File: src/rtl/tx_pkg.sv
// Shared transmit-path types and constants.
// Holds the tone sequencer state enum, table address width and table read latency.
package tx_pkg;

   typedef enum logic {
      IDLE = 1'b0,
      TONE = 1'b1
   } state_t;

   localparam int TBL_ADDR_W = 8;
   localparam int TBL_LAT    = 1;

endpackage

File: src/rtl/phase_acc.sv
// Phase accumulator for the FSK tone sequencer.
// Ports: clk, rst_n (sync, active-low), load (latch ftw_new), step (advance),
//        ftw_new (tuning word to latch), addr (top 8 phase bits).
// CONT_PHASE_EN: when defined, a load keeps the running phase instead of clearing it.
import tx_pkg::*;

module phase_acc #(
   parameter int ACC_W = 24
) (
   input  logic                  clk,
   input  logic                  rst_n,
   input  logic                  load,
   input  logic                  step,
   input  logic [ACC_W-1:0]      ftw_new,
   output logic [TBL_ADDR_W-1:0] addr
);

   logic [ACC_W-1:0] phase_q;
   logic [ACC_W-1:0] ftw_q;

   // The step uses the old ftw; a same-cycle load only affects later samples.
   always_ff @(posedge clk) begin
      if (!rst_n) begin
         phase_q <= '0;
         ftw_q   <= '0;
      end else begin
         if (step)
            phase_q <= phase_q + ftw_q;
`ifndef CONT_PHASE_EN
         if (load)
            phase_q <= '0;
`endif
         if (load)
            ftw_q <= ftw_new;
      end
   end

   assign addr = phase_q[ACC_W-1 -: TBL_ADDR_W];

endmodule

File: src/rtl/fsk_tone_seq.sv
// Binary-FSK tone sequencer feeding a registered sine/cosine table.
// Ports: clk, rst_n (sync, active-low), en (sample strobe), sym_valid/sym_ready/sym_bit
//        (symbol handshake), ftw_mark/ftw_space (tuning words), tbl_addr, tbl_valid, busy.
// CONT_PHASE_EN: when defined, phase runs continuously across symbols (CP-FSK).
import tx_pkg::*;

module fsk_tone_seq #(
   parameter int ACC_W   = 24,
   parameter int SYM_LEN = 64,
   parameter int CNT_W   = 16
) (
   input  logic                  clk,
   input  logic                  rst_n,
   input  logic                  en,
   input  logic                  sym_valid,
   output logic                  sym_ready,
   input  logic                  sym_bit,
   input  logic [ACC_W-1:0]      ftw_mark,
   input  logic [ACC_W-1:0]      ftw_space,
   output logic [TBL_ADDR_W-1:0] tbl_addr,
   output logic                  tbl_valid,
   output logic                  busy
);

   localparam logic [CNT_W-1:0] LAST = CNT_W'(SYM_LEN - 1);

   state_t                  state_q, state_d;
   logic [CNT_W-1:0]        cnt_q, cnt_d;
   logic                    last;
   logic                    step;
   logic                    accept;
   logic                    addr_stb;
   logic [TBL_ADDR_W-1:0]   phase_addr;
   logic [TBL_LAT-1:0]      vld_sr;

   always_comb begin
      state_d   = state_q;
      sym_ready = 1'b0;
      last      = (cnt_q == LAST);
      step      = (state_q == TONE) && en;
      unique case (state_q)
         IDLE: sym_ready = 1'b1;
         TONE: begin
            sym_ready = en && last;
            if (step && last)
               state_d = IDLE;
         end
      endcase
      accept = sym_valid && sym_ready;
      if (accept)
         state_d = TONE;
      cnt_d = cnt_q;
      if (accept)
         cnt_d = '0;
      else if (step)
         cnt_d = cnt_q + CNT_W'(1);
   end

   always_ff @(posedge clk) begin
      if (!rst_n) begin
         state_q  <= IDLE;
         cnt_q    <= '0;
         addr_stb <= 1'b0;
         tbl_addr <= '0;
         vld_sr   <= '0;
      end else begin
         state_q  <= state_d;
         cnt_q    <= cnt_d;
         addr_stb <= step;
         if (step)
            tbl_addr <= phase_addr;
         // Delay the address strobe by the table read latency.
         vld_sr[0] <= addr_stb;
         for (int i = 1; i < TBL_LAT; i++)
            vld_sr[i] <= vld_sr[i-1];
      end
   end

   phase_acc #(
      .ACC_W (ACC_W)
   ) u_phase_acc (
      .clk     (clk),
      .rst_n   (rst_n),
      .load    (accept),
      .step    (step),
      .ftw_new (sym_bit ? ftw_mark : ftw_space),
      .addr    (phase_addr)
   );

   assign tbl_valid = vld_sr[TBL_LAT-1];
   assign busy      = (state_q == TONE);

endmodule

File: config.mk
export PLATFORM = sky130hd
export DESIGN_NAME = fsk_tone_seq
export DESIGN_NICKNAME = d
export VERILOG_FILES = /design/src/rtl/tx_pkg.sv /design/src/rtl/phase_acc.sv /design/src/rtl/fsk_tone_seq.sv
export SDC_FILE = /design/constraint.sdc
export NUM_CORES = 1
export LEC_CHECK = 0
export CAP_MARGIN = 40
export CORE_UTILIZATION = 45
export CTS_BUF_LIST = sky130_fd_sc_hd__clkbuf_16
export DETAILED_ROUTE_END_ITERATION = 12
export HOLD_SLACK_MARGIN = 0.1
export PLACE_DENSITY = 0.7
export SLEW_MARGIN = 20
export SYNTH_ARGS = -nofsm -noshare
export SYNTH_HDL_FRONTEND = slang
export SYNTH_SLANG_ARGS = --single-unit
File: constraint.sdc
create_clock -name clk -period 3.5 [get_ports clk]
set_input_delay 0.7 -clock clk [delete_from_list [all_inputs] [get_ports clk]]
set_output_delay 0.7 -clock clk [all_outputs]
set_load 0.01 [all_outputs]
**Word level (Yosys, flattened, before mapping)**

Cells that the tools add are included.

- Logic and storage cells: 22
- Input port bits: 53
- Register bits: 75

- Equal/unequal tests: 1
- Reductions and logical operators: 5
- Bitwise logic cells: 2
- Muxes and demuxes: 5
- $add $sub $neg: 2

Operator list:

| cell | count |
|---|---|
| adder 24 bit | 1 |
| 2-to-1 mux 24 bit | 1 |
| adder 16 x 1 -> 16 bit (second input constant) | 1 |
| equality test 16 x 6 -> 1 bit (second input constant) | 1 |
| logical AND 1 bit | 4 |
| 2-to-1 mux 1 bit | 3 |
| NOT 1 bit | 2 |
| case mux 1 bit (2 select lines) | 1 |
| OR reduction 2 bit | 1 |

**Logic depth before layout (Yosys ltp)**

- Depth in word-level cells: 5
- Depth in mapped cells: 10
- Mapped depth without buffers: 10

**Hierarchy**

A second synthesis with hierarchy kept.

- Cells, all modules: 507
- Area total of the unflattened synthesis: 4,539.4 um^2

Modules (own cells, without submodules):

| module | area an instance (um^2) | times used | seq. area each (um^2) | cells each |
|---|---|---|---|---|
| phase_acc | 3,101.7 | 1 | 960.9 | 346 |
| fsk_tone_seq | 1,437.6 | 1 | 540.5 | 161 |

**Worst setup path after synthesis**

Ideal clock, no wire load.

- Path type: register -> register
- Start: register u_phase_acc.ftw_q[0]
- End: register u_phase_acc.phase_q[20]
- Buffers on the path: 0
- Setup slack: 0.977 ns
- Required time: 3.385 ns
- Arrival: 2.407 ns
- Stages on the path, launching flop included: 11
- Path through: dfxtp_1 -> ha_1 -> fa_1 -> a21oi_2 -> o21ai_2 -> a21oi_4 -> o21ai_2 -> a311oi_4 -> nor4_1 -> or3_1 -> a31o_1

- Cells in the longest elaborated chain, start to end: 1

RTL lines:

| element | RTL line | text |
|---|---|---|
| from (decl) | phase_acc.sv:19 | `logic [ACC_W-1:0] ftw_q;` |
| from (signal assigned) | phase_acc.sv:34 | `ftw_q <= ftw_new;` |
| adder 24 bit | phase_acc.sv:28 | `phase_q <= phase_q + ftw_q;` |
| to (signal assigned) | phase_acc.sv:28 |  |
| to (decl) | phase_acc.sv:18 | `logic [ACC_W-1:0] phase_q;` |

Every way passes these cells.
A chain may end at the register's enable or synchronous reset.

**Final worst setup path**

- Start: input port en
- End: output port sym_ready

- Cells in the longest elaborated chain, start to end: 2

RTL lines:

| element | RTL line | text |
|---|---|---|
| from (decl) | fsk_tone_seq.sv:14 | `input logic en,` |
| logical AND 1 bit | fsk_tone_seq.sv:44 | `sym_ready = en && last;` |
| case mux 1 bit (2 select lines) | fsk_tone_seq.sv:41 | `unique case (state_q)` |
| to (decl) | fsk_tone_seq.sv:16 | `output logic sym_ready,` |

Every way passes these cells.

==> impl_metrics.ini <==
[worst_setup_path]
crit_fanout = 4
cp.depth = 4
worstSetupStartpointType = input port
slowest_delay_ns = 0.55
crit_arrival_ns = 2.01
crit_path_frequent_cell = clkdlybuf4s50_1
r2r_cells = 10
crit_buf_inv = 2
critPathRequiredTime_ns = 2.80
crit_path_cell_trace = clkdlybuf4s50_1, nand4_1, o21ai_2, clkdlybuf4s50_1
critical_path.top_delay_family = buffers and inverters
critPathLaunch = en
rrSetupSlack_ns = 0.80
cpMaxStageDelayCell = clkdlybuf4s50_1
r2r_start = u_phase_acc.ftw_q[0]
regToRegEndpoint = u_phase_acc.phase_q[20]
cp-end-kind = output pin
timing.setup.critical_path_class = in -> out
crit_end = sym_ready

[grt]
overflow = 0
grt_first_pass_wirelength_mm = 15.50
grt_pass1_vias = 3497
grtUsageTotal_pct = 19.72
grt_max_degree = 36
antenna_found_initial = 0

[routing]
antenna_left = 0
wl_met1_mm = 4.138
num_vias = 3559
post_drt_wl_per_cell_um = 13.73
dr.pass1.iters = 4
drt-total-wl_mm = 8.908
drt_iter0_drc = 133
routed.top_layer = met4
viasPerCell = 5.484
drcViolationCount = 0
wl_met3_um = 332
met2_length_mm = 4.249

[run_status]
status = complete, no violations

[finish]
multiInputGateArea_um2 = 2559
seq_area_um2 = 1501
fin_nets = 614
syn_to_final_growth_pct = 23.76
final_layout_size_suffix_gt1_share_pct = 6.654
n_fill_cell = 794
num_antenna_cells = 0

[clock_tree]
postCtsSetupRepairBufs = 0
clkTransAtPathRegs_ns = 0.06
clk_latency_ns = 0.34
clock_path_buffers = 2
cts-root-buf = clkbuf_16
cts_buffers = 9
htree_levels = 3
holdBufCountCts = 0
cts_tree = built
clkSinkCount = 75
ctsResizeCount = 0

[floorplan]
fp-row-count = 34
start_util_pct = 47.27
die_w_um = 98.64
core-area_um2 = 8891
io_pins = 64
fp.dieArea_um2 = 9730
chipHeight_um = 98.64

[logic_synthesis]
ys_types = 54
syn-num-nets = 562
yosysSeqAreaShare_pct = 35.72
syn-cell-area_um2 = 4203
synth_seq_cells = 75
synth-edff-count = 0
yosysWarningCount = 0
synthFlopType = dfxtp_1
avgSynthCellArea_um2 = 8.683
syn_inst = 484
async_reset_ff_share_pct = 0

[timing]
relSlewSlack_pct = 64.06
skew_ns = 0.009794
setup_viol = 0
period_needed_ns = 2.707
clock.fmax_mhz = 369.5
tightest_slew_ns = 0.5379
tns_ns = 0
drv_slew = 0
post-route-period-util_pct = 77.33
rsz0062_at_grt = false
finalHoldViolCount = 0

[placed_design]
port_buffers = 63
routabilityCongestion = 0.9064
hpwl_mm = 6.454

[pwr]
powerDensity_nw_per_um2 = 404.4
p_leak_nw = 2.270
finalPower_mw = 2.103
ir_worst_vdd_v = 0.0002309

[flow_run]
max-cap-violations = 0

[min_path]
hold_path.class = reg -> reg
[flip-flops by register name, indices dropped and copies added, names as in the netlist]
register,cells
u_phase_acc.phase_q,24
tbl_addr,8
cnt_q,16
busy,1
tbl_valid,1
u_phase_acc.ftw_q,24
addr_stb,1
[metrics by stage]
stage	util, %	hold WS [ns]	instances	cell area (um2)	worst slack, ns
floorplan	-	0.4119	484	4203	0.9770
global placement	55.12	0.4243	633	4901	0.7886
detailed placement	55.12	0.4212	633	4901	0.7815
CTS	58.50	0.4360	649	5201	0.7829
global route	58.50	0.4510	649	5201	0.6685
finish	58.50	0.4302	649	5201	0.7934
[worst reg2reg max path: cells and delay by family (launching register included)]
kind / cells / cell delay, ns
and+or+nand+nor: 2 / 0.44
DFF: 1 / 0.32
AOI/OAI and AO/OA: 6 / 1.17
adders and majority gates: 2 / 0.68
[routing by layer]
layer	track usage, %	vias to the layer above
li1	-	1823
met1	24.24	1633
met2	34.34	87
met3	2.766	16
met4	8.840	0
met5	0	-
[cell usage after synthesis, types with 2 or more instances]
library cell | number | share of area (%)
nor2_1 | 34 | 3.0
nor3_1 | 4 | 0.48
inv_1 | 6 | 0.54
xor2_1 | 14 | 2.9
clkbuf_1 | 20 | 1.8
buf_2 | 5 | 0.60
a21oi_1 | 31 | 3.7
o211a_1 | 24 | 5.7
a21oi_2 | 2 | 0.42
or3_1 | 5 | 0.74
nor4_1 | 4 | 0.60
o21bai_1 | 3 | 0.54
xnor2_1 | 18 | 3.8
a21boi_0 | 9 | 1.6
o211ai_1 | 3 | 0.54
and3_1 | 6 | 0.89
ha_1 | 24 | 7.1
buf_1 | 2 | 0.18
o21ai_2 | 3 | 0.63
a31oi_1 | 4 | 0.60
nor2b_1 | 4 | 0.60
a21o_1 | 6 | 1.1
o21ai_1 | 2 | 0.24
o21ai_0 | 16 | 1.9
o21a_1 | 2 | 0.36
nand3_1 | 13 | 1.5
nand2_1 | 82 | 7.3
nand4_1 | 9 | 1.3
dfxtp_1 | 75 | 36
mux2i_1 | 25 | 6.0
and2_1 | 6 | 0.89
[worst min-delay path by stage]
stage / start / end / slack [ns] / cells past startpoint
detailed placement: addr_stb / tbl_valid / 0.42 / 1
finish: addr_stb / tbl_valid / 0.43 / 1
global route: addr_stb / tbl_valid / 0.45 / 1
global placement: addr_stb / tbl_valid / 0.42 / 1
floorplan: addr_stb / tbl_valid / 0.41 / 1
CTS: addr_stb / tbl_valid / 0.44 / 1
[placed cells by master, fill, tap and decap left out, drive strengths merged, types with 2 or more instances in the layout]
cell	n
o31ai	3
ha	24
clkinv	2
buf	7
nor4	4
a21oi	34
a31oi	4
a21boi	9
clkbuf	9
a211oi	3
nand4	9
mux2i	25
and3	6
o21bai	3
a21o	6
xor2	14
o21ai	21
clkinvlp	2
inv	8
and2	6
o211ai	4
nand2	82
xnor2	18
nor2	34
nand3	14
or3	5
o211a	24
clkdlybuf4s50	63
nor2b	4
o21a	2
dfxtp	75
nor3	4
[layout make-up]
cell class	instances	area share, %
repair buffers	70	13.13
multi-input cells	374	49.19
clock inverters	7	1.443
inverters	6	0.4330
well taps	108	2.598
flip-flops and latches	75	28.87
clock buffers	9	4.330
[logic make-up after synthesis]
family | synth area share (%)
xor+xnor | 6.669
compound gates | 22.42
mux | 5.954
flops | 35.72
buf+inv | 3.394
fa+ha+maj | 7.621
simple gates | 18.22
[report_power, final]
group	total, mW	switching, mW	internal [mW]
combinational	0.275	0.137	0.139
clock	0.923	0.368	0.555
sequential	0.905	0.0204	0.885
(Power assumes the default switching activity.)
